[config.mk]
export PLATFORM = sky130hd
export DESIGN_NAME = witf_scoreboard
export DESIGN_NICKNAME = d
export VERILOG_FILES = /design/src/rtl/witf_scoreboard_pkg.sv /design/src/rtl/witf_scoreboard_match.sv /design/src/rtl/witf_scoreboard.sv
export SDC_FILE = /design/constraint.sdc
export NUM_CORES = 1
export LEC_CHECK = 0
export ABC_AREA = 0
export BUFFER_PORTS_ARGS = -buffer_cell sky130_fd_sc_hd__buf_4
export CORE_ASPECT_RATIO = 1.4
export CORE_MARGIN = 8
export CORE_UTILIZATION = 54
export DETAILED_ROUTE_END_ITERATION = 8
export GPL_ROUTABILITY_DRIVEN = 0
export PLACE_DENSITY = 0.81
export REMOVE_ABC_BUFFERS = 1
export SYNTH_ARGS = -nofsm -noshare
export SYNTH_HDL_FRONTEND = slang
export SYNTH_SLANG_ARGS = --single-unit
[constraint.sdc]
create_clock -name clk -period 8.3 [get_ports clk]
set_clock_uncertainty 0.1 [all_clocks]
set_input_delay 1.66 -clock clk [delete_from_list [all_inputs] [get_ports clk]]
set_output_delay 1.66 -clock clk [all_outputs]
set_load 0.005 [all_outputs]
[src/rtl/witf_scoreboard_pkg.sv]
// Shared constants for the write-in-flight table. The defaults match the decode-stage
// register file: a 4-entry table and 5-bit register addresses.
package witf_scoreboard_pkg;

  localparam int unsigned WITF_DEPTH = 4;
  localparam int unsigned REG_ADDR_W = 5;

endpackage : witf_scoreboard_pkg

[src/rtl/witf_scoreboard_match.sv]
// Hazard compare for decode. Raises is_raw when rs1 or rs2 names the destination of any
// valid in-flight entry. Register x0 never counts as a hazard.
module witf_scoreboard_match
  import witf_scoreboard_pkg::*;
#(
  parameter int unsigned DEPTH = WITF_DEPTH,
  parameter int unsigned AW    = REG_ADDR_W
) (
  input  logic [AW-1:0]             rs1,
  input  logic [AW-1:0]             rs2,
  input  logic [DEPTH-1:0]          valid,
  input  logic [DEPTH-1:0][AW-1:0]  ent,
  output logic                      is_raw
);

  logic rs1_nz_s;
  logic rs2_nz_s;

  assign rs1_nz_s = (rs1 != '0);
  assign rs2_nz_s = (rs2 != '0);

  // OR-reduce the per-entry matches over the valid mask
  always_comb begin
    is_raw = 1'b0;
    for (int i = 0; i < int'(DEPTH); i++) begin
      if (valid[i] && ((rs1_nz_s && (rs1 == ent[i])) || (rs2_nz_s && (rs2 == ent[i])))) begin
        is_raw = 1'b1;
      end else begin
        is_raw = is_raw;
      end
    end
  end

endmodule : witf_scoreboard_match

[src/rtl/witf_scoreboard.sv]
// Write-in-flight table: an in-order FIFO of outstanding register-file destinations.
// It drives the decode stall (isRAW) and the full/empty/error status back to decode.
module witf_scoreboard
  import witf_scoreboard_pkg::*;
#(
  parameter int unsigned DEPTH = WITF_DEPTH,
  parameter int unsigned AW    = REG_ADDR_W
) (
  input  logic          clk,
  input  logic          rst,
  input  logic [AW-1:0] rs1,
  input  logic [AW-1:0] rs2,
  input  logic          push,
  input  logic          push_wen,
  input  logic [AW-1:0] push_rd,
  input  logic          pop,
  input  logic          pop_wen,
  input  logic [AW-1:0] pop_rd,
  input  logic          flush,
  output logic          isRAW,
  output logic          witf_full,
  output logic          witf_empty,
  output logic          witf_err
);

  localparam int unsigned PW = $clog2(DEPTH);
  localparam int unsigned CW = PW + 1;
  localparam logic [PW-1:0] PTR_ONE  = PW'(1);
  localparam logic [CW-1:0] CNT_ONE  = CW'(1);
  localparam logic [CW-1:0] CNT_FULL = CW'(DEPTH);

  logic [DEPTH-1:0][AW-1:0] mem_q;
  logic [PW-1:0]            head_q, head_d;
  logic [PW-1:0]            tail_q, tail_d;
  logic [CW-1:0]            count_q, count_d;
  logic                     err_q, err_d;

  logic             alloc_s, rel_s, do_alloc_s, do_rel_s, wr_en_s;
  logic             full_s, empty_s;
  logic             drop_err_s, empty_err_s, mism_err_s;
  logic [DEPTH-1:0] valid_s;
  logic [PW-1:0]    off_s;

  assign alloc_s = push & push_wen & (push_rd != '0);
  assign rel_s   = pop & pop_wen & (pop_rd != '0);
  assign full_s  = (count_q == CNT_FULL);
  assign empty_s = (count_q == '0);

  // A release at full frees a slot on the same edge, so a paired alloc is still accepted
  assign do_rel_s   = rel_s & ~empty_s;
  assign do_alloc_s = alloc_s & (~full_s | do_rel_s);

  assign drop_err_s  = alloc_s & full_s & ~do_rel_s;
  assign empty_err_s = rel_s & empty_s;
  assign mism_err_s  = do_rel_s & (pop_rd != mem_q[head_q]);

  // Entry i is live when its distance from head is below the occupancy count
  always_comb begin
    valid_s = '0;
    off_s   = '0;
    for (int i = 0; i < int'(DEPTH); i++) begin
      off_s      = PW'(i) - head_q;
      valid_s[i] = ({1'b0, off_s} < count_q);
    end
  end

  // Next-state for pointers, occupancy and the sticky error; flush discards this cycle's alloc/rel
  always_comb begin
    head_d  = head_q;
    tail_d  = tail_q;
    count_d = count_q;
    err_d   = err_q;
    wr_en_s = 1'b0;
    if (flush) begin
      head_d  = '0;
      tail_d  = '0;
      count_d = '0;
    end else begin
      err_d   = err_q | drop_err_s | empty_err_s | mism_err_s;
      wr_en_s = do_alloc_s;
      if (do_rel_s) begin
        head_d = head_q + PTR_ONE;
      end else begin
        head_d = head_q;
      end
      if (do_alloc_s) begin
        tail_d = tail_q + PTR_ONE;
      end else begin
        tail_d = tail_q;
      end
      case ({do_alloc_s, do_rel_s})
        2'b10:   count_d = count_q + CNT_ONE;
        2'b01:   count_d = count_q - CNT_ONE;
        default: count_d = count_q;
      endcase
    end
  end

  // Control state register
  always_ff @(posedge clk) begin
    if (rst) begin
      head_q  <= '0;
      tail_q  <= '0;
      count_q <= '0;
      err_q   <= 1'b0;
    end else begin
      head_q  <= head_d;
      tail_q  <= tail_d;
      count_q <= count_d;
      err_q   <= err_d;
    end
  end

  // Destination storage, written at tail on an accepted allocation
  always_ff @(posedge clk) begin
    if (rst) begin
      mem_q <= '0;
    end else if (wr_en_s) begin
      mem_q[tail_q] <= push_rd;
    end else begin
      mem_q <= mem_q;
    end
  end

  witf_scoreboard_match #(
    .DEPTH (DEPTH),
    .AW    (AW)
  ) u_witf_match (
    .rs1    (rs1),
    .rs2    (rs2),
    .valid  (valid_s),
    .ent    (mem_q),
    .is_raw (isRAW)
  );

  assign witf_full  = full_s;
  assign witf_empty = empty_s;
  assign witf_err   = err_q;

endmodule : witf_scoreboard

==> run summary, run 1 <==
status: finished, final reports clean
placement row count: 27
crit path DAT: 3140 ps
min-delay worst type: flop to flop
die width: 69.70 µm
post-synthesis sequential area ratio: 0.2572
Finish-stage setup viols: 0
CTS buffer count: 3
worst path required time: 6540 ps
layout cell share with drive strength beyond 1: 0.2080
Final period util: 0.5904
Achievable Freq: 204.1 MHz
Reg clk slew, reported paths: 100 ps
first-pass GRT wire length: 8790 µm
Gate Count Post-Synth: 235
crit-path max FO: 5
synth warn: 0
vias after detailed routing: 1784
total negative slack: 0 ps
CTS sink count: 28
Worst-Margin Slew: 789.8 ps
Placed Area: 2377 µm²
final layout net count: 287
post-detail-place hpwl: 4043 µm
Hold WS: 470.4 ps
largest net degree at the start of global routing: 23
critical path class: primary input to output pin
initial antenna violation count: 0
reg-to-reg startpoint: count_q[2]
vias in the first global route: 1863
Final Hold Viols: 0
Clock Latency Late Sink: 280 ps
Peak VDD IR: 114.5 µV
CP Launch Type: primary input
Antenna Cells: 0
GR Overflow Total: 0
RSZ-0062 raised after global routing: false
max-cap violations: 0
DR WL/cell: 17.71 µm
Routed Antenna Nets: 0
CP endpoint kind: output pin
Leakage: 0.0008802 µW
1st-pass router iterations: 4
core area: 3919 µm²
reg2reg path depth: 7
most frequent cells in the layout: xnor2_1 (33), nor2_1 (32), buf_4 (30), dfxtp_1 (28), mux2i_1 (21)
Syn Std Cell Area: 2180 µm²
CP Launch Point: rs2[1]
hold depth: 2
PwrDens: 123.0 nW/µm²
Final Max Tran Viols: 0
Die Area: 6354 µm²
CTS tree: built
setup repair bufs after CTS: 0
Worst Setup EP: isRAW
area grow syn2layout: 12.34%
Root Driver: clkbuf_8
DRC: 0
Netlist cell types: 38
H-tree depth: 1
post-synthesis register bit count: 28
R2R Path End: count_q[2]
fin util: 0.6248
Fillers: 335
syn avg cell area: 9.275 µm²
leading cell type in the layout, fill and taps excluded: xnor2_1
Worst slew margin: 0.4719
port bufs: 30
gr usage total: 0.1642
post-cts sizing count: 0
io pins: 31
Vias per Instance: 6.089
Die H: 91.17 µm
cell area after layout: 2449 µm²
min Tclk post-route: 4900 ps
Routed WL: 5189 µm
cts hold-fix bufs: 0
Clock Tree Buf Depth: 2
DRT iter0 DRCs: 139
initial cell density of the core: 0.5562
R2R setup slack: 6000 ps
[state kept, by name, summed over array words and instances, names as in the netlist]
signal	flops
head_q	2
count_q	3
mem_q	20
witf_err	1
tail_q	2
[worst min path at each step]
| stage | start | slack, ps | endpoint |
|---|---|---|---|
| finish | mem_q[12] | 470 | mem_q[12] |
| global route | mem_q[12] | 490 | mem_q[12] |
| CTS | tail_q[1] | 470 | tail_q[1] |
| detailed placement | mem_q[12] | 460 | mem_q[12] |
| global placement | witf_err | 440 | witf_err |
| floorplan | witf_err | 410 | witf_err |
[power breakdown]
| part | switching, µW | internal (µW) |
|---|---|---|
| sequential | 2.82 | 136 |
| clock | 45.1 | 64.6 |
| combinational | 27.6 | 24.9 |
| total | 75.5 | 226 |
[cell usage after synthesis (all sizes together)]
master / count / area share
mux4: 5 / 0.052
a21oi: 6 / 0.014
o311a: 1 / 0.0046
nor2: 32 / 0.055
xnor2: 33 / 0.13
nor4b: 1 / 0.0040
buf: 5 / 0.013
a2111oi: 5 / 0.057
xor2: 17 / 0.068
o22ai: 5 / 0.017
nor4: 8 / 0.023
o21ai: 1 / 0.0023
nand4: 2 / 0.0057
nor3: 4 / 0.011
nand3: 8 / 0.018
ha: 8 / 0.046
o21a: 2 / 0.0069
o211ai: 2 / 0.015
mux2: 2 / 0.010
clkbuf: 14 / 0.024
mux2i: 21 / 0.096
nand2: 4 / 0.0069
fa: 1 / 0.0092
or2: 1 / 0.0029
or4: 4 / 0.015
dfxtp: 28 / 0.26
nand2b: 2 / 0.0069
inv: 12 / 0.021
and3: 1 / 0.0029
[metrics by stage]
step | std cells | worst slack (ps) | power [µW]
final | 293 | 3400 | 301.1
after global routing | 293 | 3309 | 316.4
after global placement | 289 | 3505 | 192.9
after detailed placement | 289 | 3445 | 193.8
after CTS | 293 | 3443 | 301.8
after floorplan | 216 | 3838 | 168.3
[logic make-up (layout without fill, tap and decap cells)]
group | after synthesis | count (layout) | synth area share
buffers and inverters | 31 | 46 | 0.05798
DFF | 28 | 28 | 0.2572
and+or+nand+nor | 67 | 67 | 0.1527
adders and majority gates | 9 | 9 | 0.05511
AOI/OAI and AO/OA | 22 | 22 | 0.1177
muxes | 28 | 28 | 0.1584
xor gates and xnor gates | 50 | 50 | 0.2009
[worst max-delay path: stages]
cell	delay, ps
buf_4	140
or4_1	540
nor2_1	230
nor4_1	110
o22ai_1	180
nand4_1	130
buf_4	160
[routing by layer]
layer,share of wire,up-vias,GRT usage
li1,-,840,-
met1,0.42,841,0.1839
met2,0.48,81,0.2806
met3,0.059,22,0.03268
met4,0.038,0,0.09580
met5,0,-,0
[layout make-up]
class / count / area (µm²) / area share
repair buffers: 30 / 225.2 / 0.09198
well taps: 43 / 53.80 / 0.02197
multi-input cells: 176 / 1493 / 0.6096
clock inverters: 1 / 30.03 / 0.01226
flip-flops and latches: 28 / 560.5 / 0.2289
inverters: 12 / 45.04 / 0.01840
clock buffers: 3 / 41.29 / 0.01686
(Power assumes the default switching activity.)
==> run 2, diff against run 1 <==
==> constraint.sdc (replaced) <==
create_clock -name clk -period 4.9 [get_ports clk]
set_clock_uncertainty 0.1 [all_clocks]
set_input_delay 0.98 -clock clk [delete_from_list [all_inputs] [get_ports clk]]
set_output_delay 0.98 -clock clk [all_outputs]
set_load 0.005 [all_outputs]
==> run summary, run 2 (synthesis gave the netlist of run 1 again) <==
status: finished, final reports clean
Achievable Freq: 286.5 MHz
port bufs: 30
placement row count: 27
CTS tree: built
leading cell type in the layout, fill and taps excluded: xnor2_1
Routed Antenna Nets: 0
total negative slack: 0 ps
Reg clk slew, reported paths: 90 ps
worst path required time: 3820 ps
critical path's largest stage delay: 510 ps
Final period util: 0.7124
H-tree depth: 1
vias in the first global route: 1781
Peak VDD IR: 247.3 µV
Final Hold Viols: 0
DRC: 0
GR Overflow Total: 0
Root Driver: clkbuf_8
crit path DAT: 2410 ps
critical path class: primary input to output pin
Clock Latency Late Sink: 280 ps
vias after detailed routing: 1746
DR WL/cell: 17.27 µm
Most Frequent Cell on Critical Path: buf_4
most frequent cells in the layout: xnor2_1 (33), nor2_1 (32), buf_4 (31), dfxtp_1 (28), mux2i_1 (21)
Final Max Tran Viols: 0
Finish-stage setup viols: 0
core area: 3919 µm²
Antenna Cells: 0
largest net degree at the start of global routing: 23
final layout net count: 288
CTS sink count: 28
area grow syn2layout: 12.69%
Vias per Instance: 5.939
Leakage: 0.0008846 µW
io pins: 31
layout cell share with drive strength beyond 1: 0.2112
min Tclk post-route: 3491 ps
initial antenna violation count: 0
post-cts sizing count: 0
worst path cell trace: buf_4, or4_1, nor2_1, nor4_1, o22ai_1, nand4_1, buf_4
Biggest register: mem_q
post-detail-place hpwl: 3897 µm
slowest cell on the critical path: or4_1
biggest regs: mem_q: 20 flops, count_q: 3 flops
Clock Tree Buf Depth: 2
min-delay worst type: flop to flop
Worst-Margin Slew: 673.2 ps
Die H: 91.17 µm
gr usage total: 0.1574
CP endpoint kind: output pin
max-cap violations: 0
die width: 69.70 µm
cts hold-fix bufs: 0
PwrDens: 206.5 nW/µm²
RSZ-0062 raised after global routing: false
1st-pass router iterations: 4
crit-path max FO: 5
fin util: 0.6268
Routed WL: 5076 µm
setup repair bufs after CTS: 0
CP Launch Type: primary input
number of flip-flops in the largest register: 20
initial cell density of the core: 0.5562
Die Area: 6354 µm²
DRT iter0 DRCs: 108
Worst slew margin: 0.5512
first-pass GRT wire length: 8411 µm
CTS buffer count: 3
## run 2: changes by cell type in the layout (fill, tap and decap cells not counted), sizes merged
cell  before  now
buf       30   31
## run 2: metrics by stage
step	cells	area, µm²	hold WS, ps	worst slack, ps	power, µW
2_1_floorplan	216	2098	410.0	1556	285.0
3_3_place_gp	290	2385	443.8	1467	327.4
3_5_place_dp	290	2385	452.3	1433	328.4
4_1_cts	294	2456	465.6	1433	508.6
5_1_grt	294	2456	495.6	1261	526.4
6_report	294	2456	460.8	1409	507.1
## run 2: final timing paths
kind,cells past startpoint,startpoint,endpoint,slack [ps]
setup / recovery,7,rs1[1],isRAW,1410
hold / removal,2,tail_q[1],tail_q[1],460
setup reg to reg,7,count_q[2],count_q[2],2650
hold reg to reg,2,tail_q[1],tail_q[1],460
## run 2: power by group
group / total (µW) / switching [µW] / leakage (µW) / internal (µW)
sequential: 235 / 4.70 / 0.000226 / 231
clock: 182 / 72.9 / 0.0000357 / 109
combinational: 89.6 / 46.8 / 0.000623 / 42.8
## run 2: layout make-up
class,instances,area [µm²]
repair buffers,31,232.7
multi-input cells,176,1493
inverters,12,45.04
flip-flops and latches,28,560.5
clock buffers,3,41.29
fillers,331,1463
well taps,43,53.80
clock inverters,1,30.03
## run 2: routing by layer
layer  part of all wire  GRT usage
met5                  0          0
met4              0.037    0.08403
met3              0.043    0.02723
met2               0.49     0.2722
met1               0.43     0.1789
## run 2: critical path, delay by kind of cell
family	cells	cell delay [ps]
AOI/OAI and AO/OA	1	170
buffers and inverters	2	300
and+or+nand+nor	4	970
==> run 3, diff against run 2 <==
--- a/config.mk
+++ b/config.mk
@@ -5,11 +5,11 @@
 export SDC_FILE = /design/constraint.sdc
 export NUM_CORES = 1
 export LEC_CHECK = 0
-export ABC_AREA = 0
+export ABC_AREA = 1
 export BUFFER_PORTS_ARGS = -buffer_cell sky130_fd_sc_hd__buf_4
 export CORE_ASPECT_RATIO = 1.4
 export CORE_MARGIN = 8
-export CORE_UTILIZATION = 54
+export CORE_UTILIZATION = 52
 export DETAILED_ROUTE_END_ITERATION = 8
 export GPL_ROUTABILITY_DRIVEN = 0
 export PLACE_DENSITY = 0.81
==> constraint.sdc (replaced) <==
create_clock -name clk -period 3.1 [get_ports clk]
set_clock_uncertainty 0.1 [all_clocks]
set_input_delay 0.62 -clock clk [delete_from_list [all_inputs] [get_ports clk]]
set_output_delay 0.62 -clock clk [all_outputs]
set_load 0.005 [all_outputs]
==> run summary, run 3 <==
status: finished, final reports clean
Syn Std Cell Area: 2215 µm²
met2 WL: 2535 µm
io pins: 31
Final Max Tran Viols: 0
post-synthesis register bit count: 28
initial cell density of the core: 0.5312
RSZ-0062 raised after global routing: false
first-pass GRT wire length: 9618 µm
Finish-stage setup viols: 0
post-detail-place hpwl: 4411 µm
share of the synthesized area in the top cell type: 0.2531
Fillers: 399
most frequent cells after synthesis: nand2_1 (94), inv_1 (45), a21oi_1 (35), dfxtp_1 (28), o21ai_0 (28)
worst path required time: 2380 ps
final layout net count: 404
Die Area: 6633 µm²
GR Overflow Total: 0
Gate Count Post-Synth: 345
crit path DAT: 2050 ps
Leakage: 0.001152 µW
Top Metal Used: met4
Clock Tree Buf Depth: 2
gr usage total: 0.1781
leading cell type in the layout, fill and taps excluded: nand2_1
top-count cell post-synth: nand2_1
setup repair bufs after CTS: 0
post-synthesis sequential area ratio: 0.2531
vias after detailed routing: 2147
DRC: 0
area grow syn2layout: 13.90%
Worst-Margin Slew: 395.9 ps
Design Power: 820.2 µW
Synth area leader: dfxtp_1
syn avg cell area: 6.419 µm²
multi-input gate area in the final layout: 1429 µm²
Biggest register: mem_q
min Tclk post-route: 2772 ps
PwrDens: 325.2 nW/µm²
number of flops mapped to enable cells by yosys: 0
Routed Antenna Nets: 0
Root Driver: clkbuf_8
Async S/R FF share, synth: 0
critical path's largest stage delay: 480 ps
DR WL/cell: 13.27 µm
Final period util: 0.8941
Clock Latency Late Sink: 280 ps
Achievable Freq: 360.8 MHz
vias in the first global route: 2220
CTS buffer count: 3
FF/Latch Area: 560.5 µm²
DR WL met3: 252 µm
Main synth FF type: dfxtp_1
slowest cell on the critical path: dfxtp_1
R2R setup slack: 1130 ps
Netlist cell types: 24
Routed WL: 5469 µm
Die H: 93.22 µm
1st-pass router iterations: 4
port bufs: 30
CP endpoint kind: output pin
Worst slew margin: 0.7351
Antenna Cells: 0
crit-path max FO: 9
placement row count: 28
M1 WL: 2339 µm
Final Hold Viols: 0
Reg clk slew, reported paths: 90 ps
critical path class: flop to output pin
initial antenna violation count: 0
number of flip-flops in the largest register: 20
total negative slack: 0 ps
worst path cell trace: inv_1, nand2_1, nand2_1, ha_1, a21oi_1, or2_2, nand2_1, nand2_1, inv_1, nand2_1, buf_4
Peak VDD IR: 286.5 µV
layout cell share with drive strength beyond 1: 0.1226
H-tree depth: 1
most frequent cells in the layout: nand2_1 (94), inv_1 (45), a21oi_1 (35), buf_4 (31)
max-cap violations: 0
die width: 71.16 µm
min-delay worst type: flop to flop
biggest regs: mem_q: 20 flops, count_q: 3 flops
Most Frequent Cell on Critical Path: nand2_1
DRT iter0 DRCs: 138
synth warn: 0
post-cts sizing count: 0
largest cells by area after synthesis: dfxtp_1 (25%), nand2_1 (16%), a21oi_1 (7.9%), inv_1 (7.6%), xnor2_1 (6.7%)
Vias per Instance: 5.211
cts hold-fix bufs: 0
largest net degree at the start of global routing: 18
CTS tree: built
CTS sink count: 28
core area: 4169 µm²
CP Launch Type: flop
==> run 3: cell types whose count changed after synthesis, sizes merged, moves of 10 or more <==
cell | previous run | this run
xnor2 | 33 | 17
nand2 | 4 | 94
inv | 12 | 45
mux2i | 21 | 0
nand3 | 8 | 18
o21ai | 1 | 28
a21oi | 6 | 36
==> run 3: stage by stage <==
stage          instance area (µm²)  worst slack [ps]    util  hold WS [ps]  instances
2_1_floorplan                 2162             569.1       -         340.5        332
3_3_place_gp                  2451             710.3  0.5879         339.8        408
3_5_place_dp                  2451             619.5  0.5879         343.4        408
4_1_cts                       2522             312.3  0.6050         359.3        412
5_1_grt                       2522             74.28  0.6050         411.0        412
6_report                      2522             328.3  0.6050         361.9        412
==> run 3: final timing paths <==
path	from	endpoint	cells after the start
worst max-delay path	head_q[1]	isRAW	11
worst min-delay path	witf_err	witf_err	2
worst max register to register	count_q[0]	count_q[2]	10
worst min register to register	witf_err	witf_err	2
==> run 3: per-layer routing <==
metal,GRT usage,vias to the layer above
met5,0,-
met4,0.1411,0
met3,0.02570,24
met2,0.2982,66
met1,0.1969,920
li1,-,1137
==> run 3: logic make-up (layout without fill, tap and decap cells) <==
logic type / Yosys count / in the layout / share of synthesized area
xor gates and xnor gates: 31 / 31 / 0.1226
buffers and inverters: 59 / 81 / 0.1017
adders and majority gates: 9 / 9 / 0.05424
DFF: 28 / 28 / 0.2531
and+or+nand+nor: 154 / 154 / 0.3187
AOI/OAI and AO/OA: 64 / 64 / 0.1497
==> run 3: power by group <==
part	switching (µW)	leakage, µW	total, µW	internal [µW]
combinational	84.5	0.000890	154	69.0
clock	115	0.0000357	288	173
sequential	11.4	0.000227	379	367
==> run 3: cell type report <==
class                           count  area share
Multi-Input combinational cell    258      0.5665
Tap cell                           45     0.02232
Inverter                           46     0.06845
Clock inverter                      1     0.01190
Timing Repair Buffer               31     0.09226
Clock buffer                        3     0.01637
Sequential cell                    28      0.2222
==> run 3: worst max-delay path, delay by kind of cell, from the launching register on <==
kind | cells | cell delay, ps
DFF | 1 | 480
AOI/OAI and AO/OA | 1 | 60
adders and majority gates | 1 | 280
and+or+nand+nor | 6 | 610
buffers and inverters | 3 | 350
